File: src/rtl/mem_responder_pkg.sv
// ============================================================================
// mem_responder_pkg : shared encodings and helpers for mem_responder | Rev 1.0
// ============================================================================
`default_nettype none

package mem_responder_pkg;

  localparam logic [1:0] c_TD_BYTE = 2'b00;
  localparam logic [1:0] c_TD_HALF = 2'b01;
  localparam logic [1:0] c_TD_WORD = 2'b10;

  localparam logic c_RW_READ  = 1'b1;
  localparam logic c_RW_WRITE = 1'b0;

  typedef enum logic [1:0] {
    ST_IDLE = 2'd0,
    ST_WAIT = 2'd1,
    ST_XFER = 2'd2,
    ST_DONE = 2'd3
  } state_t;

  // Index of the final byte for a transfer size (11 behaves as a word).
  function automatic logic [1:0] last_idx(input logic [1:0] td);
    case (td)
      c_TD_BYTE: last_idx = 2'd0;
      c_TD_HALF: last_idx = 2'd1;
      default:   last_idx = 2'd3;
    endcase
  endfunction

  // Left-justify write data so the first byte sent always sits in [31:24].
  function automatic logic [31:0] align_msb(input logic [1:0] td, input logic [31:0] d);
    case (td)
      c_TD_BYTE: align_msb = {d[7:0], 24'h0};
      c_TD_HALF: align_msb = {d[15:0], 16'h0};
      default:   align_msb = d;
    endcase
  endfunction

endpackage

`default_nettype wire

File: src/rtl/mem_byte_array.sv
// ============================================================================
// mem_byte_array : 256x8 storage, synchronous write, combinational read | Rev 1.0
// ============================================================================
`default_nettype none

module mem_byte_array (
  input  logic       i_clk,
  input  logic       i_we,
  input  logic [7:0] i_addr,
  input  logic [7:0] i_wdata,
  output logic [7:0] o_rdata
);

  logic [7:0] mem [0:255];

  always_ff @(posedge i_clk) begin
    if (i_we) mem[i_addr] <= i_wdata;
  end

  assign o_rdata = mem[i_addr];

endmodule

`default_nettype wire

File: src/rtl/mem_responder.sv
// ============================================================================
// mem_responder : byte-serial big-endian memory responder with access latency | Rev 1.0
// ============================================================================
`default_nettype none

module mem_responder
  import mem_responder_pkg::*;
#(
  parameter int WAIT_CYCLES = 2
) (
  input  logic        CLK,
  input  logic        CLR,
  input  logic        MOV,
  input  logic        RW,
  input  logic [1:0]  typeData,
  input  logic [31:0] Address,
  input  logic [31:0] DataIn,
  output logic [31:0] DataOut,
  output logic        MOC
);

  localparam logic [3:0] c_WAIT_LAST = 4'(WAIT_CYCLES - 1);

  state_t      r_state;
  state_t      w_next;
  logic        w_xfer_we;
  logic        w_mem_we;
  logic [7:0]  w_rbyte;
  logic        w_unused;

  logic [7:0]  r_addr;
  logic        r_rw;
  logic [31:0] r_wdata;
  logic [23:0] r_asm;
  logic [31:0] r_dout;
  logic [3:0]  r_wcnt;
  logic [1:0]  r_idx;
  logic [1:0]  r_last;
  logic        r_moc;

  assign w_unused = ^Address[31:8];

  always_ff @(posedge CLK) begin
    if (CLR) r_state <= ST_IDLE;
    else     r_state <= w_next;
  end

  always_comb begin
    w_next    = r_state;
    w_xfer_we = 1'b0;
    case (r_state)
      ST_IDLE: if (MOV) w_next = (WAIT_CYCLES == 0) ? ST_XFER : ST_WAIT;
      ST_WAIT: if (r_wcnt == c_WAIT_LAST) w_next = ST_XFER;
      ST_XFER: begin
        w_xfer_we = (r_rw == c_RW_WRITE);
        if (r_idx == r_last) w_next = ST_DONE;
      end
      ST_DONE: if (!MOV) w_next = ST_IDLE;
      default: w_next = ST_IDLE;
    endcase
  end

  // A reset edge landing in XFER must not commit the byte in flight.
  assign w_mem_we = w_xfer_we & ~CLR;

  mem_byte_array u_mem (
    .i_clk   (CLK),
    .i_we    (w_mem_we),
    .i_addr  (r_addr),
    .i_wdata (r_wdata[31:24]),
    .o_rdata (w_rbyte)
  );

  always_ff @(posedge CLK) begin
    if (CLR) begin
      r_addr  <= 8'h0;
      r_rw    <= 1'b0;
      r_wdata <= 32'h0;
      r_asm   <= 24'h0;
      r_dout  <= 32'h0;
      r_wcnt  <= 4'h0;
      r_idx   <= 2'h0;
      r_last  <= 2'h0;
      r_moc   <= 1'b0;
    end else begin
      r_moc <= (w_next == ST_DONE);
      case (r_state)
        ST_IDLE: if (MOV) begin
          r_addr  <= Address[7:0];
          r_rw    <= RW;
          r_wdata <= align_msb(typeData, DataIn);
          r_last  <= last_idx(typeData);
          r_asm   <= 24'h0;
          r_wcnt  <= 4'h0;
          r_idx   <= 2'h0;
        end
        ST_WAIT: r_wcnt <= r_wcnt + 4'd1;
        ST_XFER: begin
          r_addr  <= r_addr + 8'd1;
          r_idx   <= r_idx + 2'd1;
          r_wdata <= {r_wdata[23:0], 8'h0};
          if (r_rw == c_RW_READ) begin
            r_asm <= {r_asm[15:0], w_rbyte};
            if (r_idx == r_last) r_dout <= {r_asm, w_rbyte};
          end
        end
        default: ;
      endcase
    end
  end

  assign DataOut = r_dout;
  assign MOC     = r_moc;

endmodule

`default_nettype wire

File: config.mk
export PLATFORM = sky130hd
export DESIGN_NAME = mem_responder
export DESIGN_NICKNAME = d
export VERILOG_FILES = /design/src/rtl/mem_responder_pkg.sv /design/src/rtl/mem_byte_array.sv /design/src/rtl/mem_responder.sv
export SDC_FILE = /design/constraint.sdc
export NUM_CORES = 2
export LEC_CHECK = 0
export CORE_MARGIN = 4
export CORE_UTILIZATION = 56
export CTS_BUF_LIST = sky130_fd_sc_hd__clkbuf_16
export CTS_CLUSTER_SIZE = 25
export DETAILED_ROUTE_END_ITERATION = 8
export HOLD_SLACK_MARGIN = 0.02
export PLACE_DENSITY_LB_ADDON = 0.3
export SYNTH_ARGS = -nofsm -noshare
export SYNTH_HDL_FRONTEND = slang
export SYNTH_SLANG_ARGS = --single-unit
File: constraint.sdc
create_clock -name CLK -period 4.5 [get_ports CLK]
set_clock_uncertainty 0.15 [all_clocks]
set_input_delay 0.9 -clock CLK [delete_from_list [all_inputs] [get_ports CLK]]
set_output_delay 0.9 -clock CLK [all_outputs]
set_load 0.02 [all_outputs]
Word level (Yosys, flattened, before mapping):

Memory sizes are Yosys's and may differ from the RTL's. A register that Yosys moved wholly into a read port is not among the register bits.
Cells that the tools add are included.

* ROM bits: 0
* output and inout bits: 33
* RAM bits: 2048
* memories kept: 1
* bits in latches: 0
* register bits: 108

* reduce and logical (&&, ||, !) cells: 9
* add/sub/neg operators: 3
* multipliers: 0
* bitwise operators: 3
* equality and inequality tests: 9
* div/mod/pow operators: 0
* shifts and indexed selects: 0
* multiplexer cells: 23
* $lt $le $gt $ge: 0

Memory list
* u_mem.mem: depth 256, width 8, rd ports 1, clocked after Yosys merged registers in 1, write ports 1, RTL line mem_byte_array.sv:14 `logic [7:0] mem [0:255];`

Operators by type and width (count)
* case mux 32 bit (2 select lines): 2
* 2-to-1 mux 24 bit: 2
* case mux 24 bit (2 select lines): 1
* 2-to-1 mux 32 bit: 1
* 2-to-1 mux 8 bit: 3
* case mux 8 bit (2 select lines): 1
* 2-to-1 mux 2 bit: 5
* adder 8 x 1 -> 8 bit (second input constant): 1
* case mux 2 bit (2 select lines): 2
* case mux 2 bit (4 select lines): 1
* case mux 4 bit (2 select lines): 1
* equality test 2 bit (second input constant): 3
* AND reduction 2 bit: 3
* AND reduction 3 bit: 2
* adder 4 x 1 -> 4 bit (second input constant): 1
* equality test 2 x 1 -> 1 bit (second input constant): 2
* equality test 4 x 1 -> 1 bit (second input constant): 1
* zero test 2 bit: 2
* 2-to-1 mux 4 bit: 1
* inequality test 2 bit (second input constant): 2
* nonzero test 2 bit: 2
* 2-to-1 mux 1 bit: 3
* adder 2 x 1 -> 2 bit (second input constant): 1
* equality test 2 bit: 1
* 2 further kinds: 3

Longest topological paths before layout:

* word-level depth: 5
* depth in mapped cells: 13

Modules after synthesis:

From an unflattened synthesis, not the netlist that was laid out.

* cell total of the unflattened synthesis: 4069
* area total of the unflattened synthesis: 83040.9 um^2

By module, submodules not included
* mem_byte_array: area each 78332.6 um^2, sequential area each 61499.0 um^2, cells each 3539, instances 1
* mem_responder: area each 4708.3 um^2, sequential area each 2162.1 um^2, cells each 530, instances 1

Worst setup path before layout:

OpenSTA, ideal clock, no wires.

* path type: register to register
* start point: register r_wdata[24]
* end point: memory u_mem.mem[0][0], data pin
* stages on the path, launching flop included: 1
* slack: 0.097 ns
* buffers on the path: 0
* data arrival time: 3.398 ns
* cells stage by stage: dfxtp_1

RTL lines
* start: declaration: RTL line mem_responder.sv:33 `logic [31:0] r_wdata;`
* start signal: assignment: RTL line mem_responder.sv:91 `r_wdata <= align_msb(typeData, DataIn);`
* start signal: assignment: RTL line mem_responder.sv:101 `r_wdata <= {r_wdata[23:0], 8'h0};`
* end: declaration: RTL line mem_byte_array.sv:14

Straight into the memory's write port.

==> flow_summary.json <==
{
  "antenna_left": 0,
  "reg2reg_slack_ns": 0.49,
  "post_cts_buffers": 0,
  "seq_area_mm2": 0.0639,
  "gp_congestion": 0.890,
  "cp.required_ns": 5.09,
  "root_buffer": "clkbuf_16",
  "post_cts_resized": 0,
  "startpoint_type": "flop",
  "powerDensity_mw_per_mm2": 451,
  "nNetsFinal": 4612,
  "drt-total-wl_mm": 208,
  "ys_seq_elements": 2164,
  "cts_buffer_depth": 3,
  "die-area_mm2": 0.157,
  "grtUsageTotal": 0.266,
  "crit_top_cell": "buf_4",
  "rsz0062_at_grt": "false",
  "syn_avg_cell_area_um2": 19.5,
  "coreArea_mm2": 0.150,
  "io_pins": 103,
  "fp-row-count": 142,
  "die-height_um": 397,
  "instances_no_fill": 6716,
  "die_x_um": 397,
  "finalSetupTns_ns": 0,
  "timing.max_cap.violations": 0,
  "cts_made_buffers": 205,
  "worstMarginPinSlew_ns": 1.27,
  "post-place-cells": 6345,
  "slew_viol_final": 0,
  "vias_per_cell": 6.58,
  "hold_path.class": "reg2reg",
  "reg2regPathDepth": 8,
  "critPathMaxStageDelay_ns": 1.07,
  "synth_largest_area_cell": "edfxtp_1",
  "ys_types": 77,
  "period_share": 0.891,
  "grt_pass1_wl_mm": 304,
  "setup_ws_ns": 0.491,
  "yosysMostFrequentCell": "edfxtp_1",
  "synth_seq_area_share": 0.755,
  "start_util": 0.564,
  "status": "complete, no violations",
  "hold_viol": 0,
  "min_path_cells": 2,
  "hold_buffers": 0,
  "grt_overflow": 0,
  "grt_pass1_vias": 43600,
  "cpMaxStageDelayCell": "dfxtp_4",
  "synth_area_leaders": "edfxtp_1 (73%), mux4_2 (12%), dfxtp_1 (2.7%)",
  "cp_max_fo": 44,
  "min_period_ns": 4.01,
  "fmax_ghz": 0.249,
  "route.detailed.drc": 0,
  "synth_common_cells": "edfxtp_1 (2048), mux4_2 (452), nor2_1 (372), nand2_1 (179), mux2i_1 (171)",
  "synth-main-ff-cell": "edfxtp_1",
  "synth_top_cell_area_share": 0.728,
  "num_vias": 44200,
  "drive_gt1_frac": 0.210,
  "multi_input_area_mm2": 0.0189,
  "finalSetupViolations": 0,
  "synth-async-reset-ratio": 0,
  "wire_per_inst_um": 31.0,
  "grt_max_degree": 233,
  "synth_edf_count": 2048,
  "clock-sinks": 2164,
  "cts_tree": "built",
  "slew_headroom": 0.152,
  "setup.worst_path.class": "reg2reg",
  "grt_antenna_before_repair": 2,
  "h-tree-depth": 4,
  "portBuffers": 78,
  "dr.pass1.iters": 6,
  "arrival_ns": 4.60,
  "clock_latency_ns": 0.84,
  "synth_warnings": 0,
  "p_leak_nw": 29.3,
  "drtIter0Drc": 5916,
  "dpl.hpwl_mm": 125,
  "clkTransAtPathRegs_ns": 0.06,
  "final.fill_count": 10100,
  "crit_chain": "buf_12 > buf_4 > buf_4 > nand3b_1 > o22ai_1 > nor4_1 > o21ai_1 > o32ai_1",
  "worstSetupEndpointType": "flop",
  "dp_slack_ns": 0.467,
  "synthCells": 4342,
  "irDropWorstVdd_mv": 0.389,
  "synth_area_mm2": 0.0845,
  "syn_to_final_growth_pct": 11.7,
  "syn_nets": 4418
}
-- metrics by stage --
stage,total power [mW],utilization,hold WS (ns),area (um2)
2_1_floorplan,25.0,-,0.282,84500
3_3_place_gp,26.1,0.586,0.290,87900
3_5_place_dp,26.2,0.586,0.296,87900
4_1_cts,42.7,0.630,0.305,94400
5_1_grt,43.7,0.630,0.321,94400
6_report,42.6,0.630,0.302,94400
-- cell families after synthesis --
| group | Yosys count | synth area share |
|---|---|---|
| compound gates | 452 | 0.0368 |
| xor+xnor | 2 | 0.000207 |
| fa+ha+maj | 6 | 0.000888 |
| buf+inv | 288 | 0.0211 |
| flops | 2164 | 0.755 |
| mux | 650 | 0.145 |
| simple gates | 780 | 0.0407 |
-- worst max-delay path: cells and delay by family, from the launching register on --
| kind | cells | cell delay, ns |
|---|---|---|
| buffers and inverters | 3 | 0.79 |
| AND/OR/NAND/NOR | 2 | 0.94 |
| flip-flops | 1 | 1.07 |
| AO/OA/AOI/OAI | 3 | 0.92 |
-- power breakdown --
| part | switching, mW | internal [mW] |
|---|---|---|
| logic | 2.00 | 1.10 |
| registers | 0.263 | 22.4 |
| clock network | 7.35 | 9.40 |
| total | 9.61 | 32.9 |
-- path summary, 6_finish.rpt --
path	endpoint	startpoint
setup / recovery	r_asm[4]	flop
hold / removal	DataOut[28]	DataOut[28]
setup reg to reg	r_asm[4]	flop
hold reg to reg	DataOut[28]	DataOut[28]
-- layout by cell type, fill, tap and decap left out, types with 68 or more instances in the layout --
cell type        instances
o22ai_1                 68
nor2_1                 371
a22oi_1                 80
edfxtp_1              2048
clkbuf_16              210
a21oi_1                 97
mux2i_1                171
clkdlybuf4s50_1         77
nand2_1                179
mux4_2                 452
dfxtp_1                103
buf_4                  157
-- cell type report --
cell class	instances	area share
clock buffer	210	0.0557
clock inverter	160	0.0132
tap	2016	0.0267
sequential	2164	0.676
timing repair buffer	265	0.0272
antenna	1	0.0000265
multi-input combinational	1890	0.200
inverter	10	0.000398
-- layer usage --
| metal | global-route usage | part of all wire | vias to the layer above |
|---|---|---|---|
| met5 | 0 | 0.00011 | - |
| met4 | 0.107 | 0.043 | 4 |
| met3 | 0.0559 | 0.10 | 455 |
| met2 | 0.407 | 0.47 | 2665 |
| met1 | 0.382 | 0.38 | 23000 |
| li1 | - | - | 18100 |
-- state kept, by name, summed over array words and instances, names as in the netlist, named ones only --
| signal | count |
|---|---|
| r_rw | 1 |
| r_asm | 24 |
| MOC | 1 |
| u_mem.mem | 2048 |
| r_addr | 8 |
| DataOut | 32 |
| r_last | 2 |
| r_wcnt | 4 |
| r_idx | 2 |
| r_wdata | 32 |
| r_state | 2 |
No activity file was read; power rests on OpenSTA's default activity.
